===== src/rtl/matb_fill_ctrl.sv =====
// Matrix-B fill controller: writes P*M+1 words into a BRAM on port A
// (random, constant-block, all-ones and terminating zero words), then serves
// round-robin reads from two requesters on port B until the next start.
module matb_fill_ctrl #(
    parameter int P   = 4,
    parameter int M   = 3,
    parameter int COL = 1
) (
    input  logic             clk,
    input  logic             reset,
    input  logic             start,
    input  logic [31:0]      ran,
    input  logic             ran_valid,
    output logic             ran_ready,
    input  logic [32*P-1:0]  col_vec,
    output logic             mem_we,
    output logic [7:0]       mem_waddr,
    output logic [31:0]      mem_wdata,
    input  logic [1:0]       rd_req,
    input  logic [7:0]       rd_addr0,
    input  logic [7:0]       rd_addr1,
    output logic             mem_re,
    output logic [7:0]       mem_raddr,
    output logic [1:0]       rd_grant,
    output logic [1:0]       rd_valid,
    output logic             busy,
    output logic             done
);

    // w is one bit wider than the address so that the post-fill index
    // (P*M+1) cannot wrap even when P*M+1 reaches 256.
    localparam logic [8:0] LAST_W = 9'(P * M);
    localparam logic [8:0] END_W  = 9'(P * M + 1);
    localparam logic [8:0] ONE_LO = 9'((M - 1) * P);
    localparam logic [8:0] COL_LO = 9'(COL * P);
    localparam logic [8:0] COL_HI = 9'(COL * P + P);

    typedef enum logic [1:0] {
        IDLE,
        FILL,
        SERVE
    } state_t;

    state_t      state, state_nxt;
    logic [8:0]  w, w_nxt;
    logic        rr, rr_nxt;
    logic [7:0]  col_idx;
    logic [31:0] word_const;
    logic        word_is_rand;
    logic        fill_active;
    logic        word_write;
    logic [31:0] wdata_nxt;

    // Classify the current word; earlier rules take priority over later ones.
    always_comb begin
        word_const   = '0;
        word_is_rand = 1'b0;
        col_idx      = w[7:0] - COL_LO[7:0];
        if (w == LAST_W) begin
            word_const = '0;
        end else if (w >= ONE_LO && w < LAST_W) begin
            word_const = 32'd1;
        end else if (w >= COL_LO && w < COL_HI) begin
            word_const = col_vec[{col_idx, 5'd0} +: 32];
        end else begin
            word_is_rand = 1'b1;
        end
    end

    assign fill_active = (state == FILL) && (w <= LAST_W);
    assign ran_ready   = fill_active && word_is_rand;
    assign word_write  = fill_active && (!word_is_rand || ran_valid);
    assign wdata_nxt   = word_is_rand ? ran : word_const;
    assign busy        = (state == FILL);
    assign done        = (state == SERVE);

    // Next-state and word-index logic. FILL lingers one cycle at END_W so
    // the final port-A write is presented before SERVE enables port B.
    always_comb begin
        state_nxt = state;
        w_nxt     = w;
        case (state)
            IDLE: begin
                if (start) begin
                    state_nxt = FILL;
                    w_nxt     = '0;
                end
            end
            FILL: begin
                if (word_write) begin
                    w_nxt = w + 9'd1;
                end else if (w == END_W) begin
                    state_nxt = SERVE;
                end
            end
            SERVE: begin
                if (start) begin
                    state_nxt = FILL;
                    w_nxt     = '0;
                end
            end
            default: state_nxt = IDLE;
        endcase
    end

    // Round-robin read arbiter; a start in SERVE suppresses that cycle's grant.
    always_comb begin
        rd_grant  = '0;
        rr_nxt    = rr;
        mem_raddr = '0;
        if (state == SERVE && !start) begin
            if (rd_req == 2'b11) begin
                rd_grant = rr ? 2'b10 : 2'b01;
            end else begin
                rd_grant = rd_req;
            end
        end
        if (rd_grant[0]) begin
            mem_raddr = rd_addr0;
            rr_nxt    = 1'b1;
        end else if (rd_grant[1]) begin
            mem_raddr = rd_addr1;
            rr_nxt    = 1'b0;
        end
        mem_re = |rd_grant;
    end

    // State, index, registered write port and read-valid pipeline.
    always_ff @(posedge clk or posedge reset) begin
        if (reset) begin
            state     <= IDLE;
            w         <= '0;
            rr        <= 1'b0;
            mem_we    <= 1'b0;
            mem_waddr <= '0;
            mem_wdata <= '0;
            rd_valid  <= '0;
        end else begin
            state    <= state_nxt;
            w        <= w_nxt;
            rr       <= rr_nxt;
            mem_we   <= word_write;
            rd_valid <= rd_grant;
            if (word_write) begin
                mem_waddr <= w[7:0];
                mem_wdata <= wdata_nxt;
            end
        end
    end

endmodule


===== config.mk =====
export PLATFORM = sky130hd
export DESIGN_NAME = matb_fill_ctrl
export DESIGN_NICKNAME = d
export VERILOG_FILES = /design/src/rtl/matb_fill_ctrl.sv
export SDC_FILE = /design/constraint.sdc
export NUM_CORES = 1
export LEC_CHECK = 0
export CAP_MARGIN = 20
export CORE_MARGIN = 4
export CORE_UTILIZATION = 37
export CTS_CLUSTER_DIAMETER = 200
export CTS_CLUSTER_SIZE = 10
export DETAILED_ROUTE_END_ITERATION = 7
export PLACE_DENSITY = 0.93
export SLEW_MARGIN = 20
export SYNTH_ARGS = -nofsm -noshare
export SYNTH_HDL_FRONTEND = slang
export SYNTH_SLANG_ARGS = --single-unit

===== constraint.sdc =====
create_clock -name clk -period 2.5 [get_ports clk]
set_input_delay 0.375 -clock clk [delete_from_list [all_inputs] [get_ports clk]]
set_output_delay 0.375 -clock clk [all_outputs]
set_load 0.02 [all_outputs]

==> results.json <==
{
  "grtUsageMet3_pct": 5.134,
  "drv_cap": 0,
  "grt_use_met1_pct": 23.70,
  "via_per_inst": 5.351,
  "regArea_um2": 1381,
  "coreArea_um2": 9774,
  "period_needed_ns": 2.415,
  "drt_wl_total_mm": 13.40,
  "die_w_um": 108.1,
  "maxSlewHeadroom_pct": 65.65,
  "io_pins": 239,
  "clkPwrFrac_pct": 7.7,
  "power_frac_seq_pct": 22.1,
  "ctsHoldBuffers": 0,
  "synthXorXnorAreaFrac_pct": 0.2361,
  "synth_fp_nets": 519,
  "cellPowerDensity_nw_per_um2": 1112,
  "finalSetupViolations": 0,
  "grt_pass1_vias": 4105,
  "synth_top_family_by_area": "multiplexers",
  "io_buffers": 238,
  "fin_skew_ns": 0.02028,
  "yosys_warnings": 0,
  "crit_path_start": "w[3]$_DFFE_PP0P_",
  "synth_compound_area_share_pct": 18.75,
  "cts.htree.levels": 2,
  "numCtsBuffers": 5,
  "intPower_mw": 4.106,
  "avgRoutedWirePerCell_um": 19.03,
  "cp-start-kind": "register",
  "die_area_um2": 11690,
  "antenna_found_initial": 0,
  "synth_adder_area_share_pct": 2.024,
  "busiest_layer": "met2",
  "vias": 3767,
  "drive_gt1_share_pct": 14.71,
  "drtPass1Iterations": 4,
  "stdcell_area_um2": 6406,
  "ys_types": 38,
  "fin_nets": 758,
  "whs_ns": 0.4001,
  "dp_hpwl_mm": 10.55,
  "synth_area_um2": 3710,
  "fmax_ghz": 0.4140,
  "avgSynthCellArea_um2": 11.21,
  "p_leak_nw": 2.643,
  "dpl_cell_area_um2": 6265,
  "rsz0062_at_grt": "false",
  "grt_first_pass_wirelength_mm": 19.93,
  "max-vdd-ir-drop_uv": 604.6,
  "min_period_over_period_pct": 96.61,
  "p_sw_share_pct": 42.35,
  "clkSlewWorstSetupHoldPaths_ns": 0.13,
  "reg2reg_from": "w[3]$_DFFE_PP0P_",
  "setup.worst_path.end_class": "register",
  "grt_use_met2_pct": 40.67,
  "ys_seq_elements": 55,
  "slew_violations": 0,
  "cts_tree": "done",
  "worstHoldPathType": "in -> async",
  "path_max_fanout": 33,
  "clock_latency_ns": 0.32,
  "syn_to_final_growth_pct": 72.68,
  "track_usage_pct": 21.88,
  "rows": 36,
  "place_congestion": 0.8650,
  "route.detailed.drc": 0,
  "start_util_pct": 37.95,
  "grt_max_degree": 34,
  "die_y_um": 108.1,
  "arrival_ns": 2.61,
  "syn-instance-count": 331,
  "yosys-mux-area-fraction_pct": 20.64,
  "fill_cells": 759,
  "synthSimpleGateAreaFrac_pct": 12.07,
  "multi_input_area_um2": 2031,
  "clock-sinks": 55,
  "diodes": 0,
  "status": "complete, no violations",
  "drtIter0Drc": 141,
  "comb_power_share_pct": 70.2,
  "clockBufferDepth": 2,
  "globalRouteOverflowTotal": 0,
  "antenna_left": 0,
  "crit_required_ns": 2.70,
  "tightest_slew_ns": 0.5145,
  "critPathKind": "reg -> reg",
  "synth_seq_area_share_pct": 37.10,
  "cts-root-buf": "clkbuf_8",
  "hold_viol": 0,
  "power.switching_mw": 3.016
}
## registers in the layout (all words and copies together), names as in the netlist
| name | count |
|---|---|
| state | 2 |
| mem_waddr | 8 |
| mem_wdata | 32 |
| w | 9 |
| mem_we | 1 |
| rd_valid | 2 |
| rr | 1 |
## kinds of logic (layout without fill, tap and decap cells)
logic type | Yosys count | in the layout
compound gates | 88 | 88
xor+xnor | 1 | 1
fa+ha+maj | 6 | 6
buf+inv | 70 | 310
flops | 55 | 55
mux | 36 | 36
simple gates | 75 | 75
## layout by cell type (no fill, tap or decap), types with 2 or more instances in the layout
cell	Yosys	final
a21oi_1	36	36
a22o_1	7	7
a31oi_1	2	2
and2_1	5	5
and3_4	0	2
buf_12	0	2
buf_4	3	22
clkbuf_8	0	5
clkdlybuf4s50_1	0	227
dfrtp_1	55	51
dfrtp_2	0	4
dlygate4sd2_1	0	8
dlymetal6s2s_1	0	2
ha_1	6	6
inv_1	40	39
inv_8	0	2
mux2_1	4	4
mux4_2	32	32
nand2_1	6	6
nand2b_1	4	4
nand3_1	6	6
nor2_1	6	6
nor2b_1	38	37
o21ai_0	2	2
o31ai_1	2	2
o32a_1	31	31
or2_2	2	2
## through the flow
stage | TNS, ns | power (mW) | utilization, % | setup slack (ns) | instances
floorplan | 0 | 4.861 | - | 0.1483 | 331
global placement | 0 | 6.293 | 64.09 | 0.004268 | 692
detailed placement | -0.9881 | 6.523 | 64.09 | -0.1524 | 692
CTS | 0 | 7.063 | 65.16 | 0.01618 | 700
global route | 0 | 7.585 | 65.54 | 0.006861 | 704
finish | 0 | 7.123 | 65.54 | 0.08471 | 704
## synthesized netlist by cell type
master	number	area, µm²
nor2b_1	38	237.7
or2_2	2	12.51
o211a_2	1	10.01
a22o_1	7	61.31
nand3_1	6	30.03
clkbuf_1	13	48.80
nor4_1	1	6.260
a21oi_2	1	8.760
inv_1	40	150.1
nand2b_1	4	25.02
a211oi_2	1	12.51
a31oi_1	2	12.51
nand2_1	6	22.52
o21ai_0	2	10.01
buf_1	1	3.750
ha_1	6	75.07
and2_1	5	31.28
o32a_1	31	310.3
o22a_1	1	8.760
o2111ai_2	1	15.01
dfrtp_1	55	1376
buf_6	8	90.09
mux4_2	32	720.7
buf_2	5	25.02
o31ai_1	2	15.01
or3_1	1	6.260
nor3_1	1	5.000
buf_4	3	22.52
o31ai_4	1	21.27
or3b_4	1	11.26
xnor2_1	1	8.760
and3_1	2	12.51
nor3b_2	2	25.02
a41oi_1	1	8.760
a21oi_1	36	180.2
a31oi_4	1	21.27
nor2_1	6	22.52
mux2_1	4	45.04
## layout make-up
type                       count  area share, %
clock buffer                   5          1.074
clock inverter                 3         0.4883
sequential                    55          21.56
timing repair buffer         262          40.23
inverter                      40          2.344
tap                          133          2.598
multi-input combinational    206          31.70
## power by group through the flow
stage | registers [mW] | clock network (mW) | logic (mW)
after CTS | 1.57 | 0.560 | 4.93
after global routing | 1.62 | 0.597 | 5.37
after global placement | 1.55 | 0 | 4.74
final | 1.57 | 0.545 | 5.00
after detailed placement | 1.58 | 0 | 4.94
after floorplan | 1.91 | 0 | 2.95
## path summary, 6_finish.rpt
kind,to,slack (ns),depth (start not counted)
min reg2reg,w[5]$_DFFE_PP0P_,0.50,1
min,mem_we$_DFF_PP0_,0.40,2
max reg2reg,state[0]$_DFFE_PP0P_,0.08,7
min in group clk,w[5]$_DFFE_PP0P_,0.50,1
max,state[0]$_DFFE_PP0P_,0.08,7
max in group asynchronous,mem_wdata[22]$_DFFE_PP0N_,1.52,3
## critical path, stage by stage, from the launching register on
cell and delay (ns):
dfrtp_2 0.51, ha_1 0.27, nor3b_4 0.18, o2111ai_4 0.20
buf_4 0.41, a21oi_4 0.11, buf_4 0.23, or3_1 0.36
## routing by layer
layer	part of all wire, %	vias to the layer above
met2	51	202
met5	0	-
li1	-	1698
met3	8.5	33
met4	3.2	0
met1	37	1834
## repair_timing
action                                  4_1_cts  5_1_grt
resized for setup                            16        5
gates cloned                                  0        0
endpoints found under the setup margin       18       34
setup buffers                                 0        4
endpoints found under the hold margin         0        0
No activity file was read; power rests on OpenSTA's default activity.
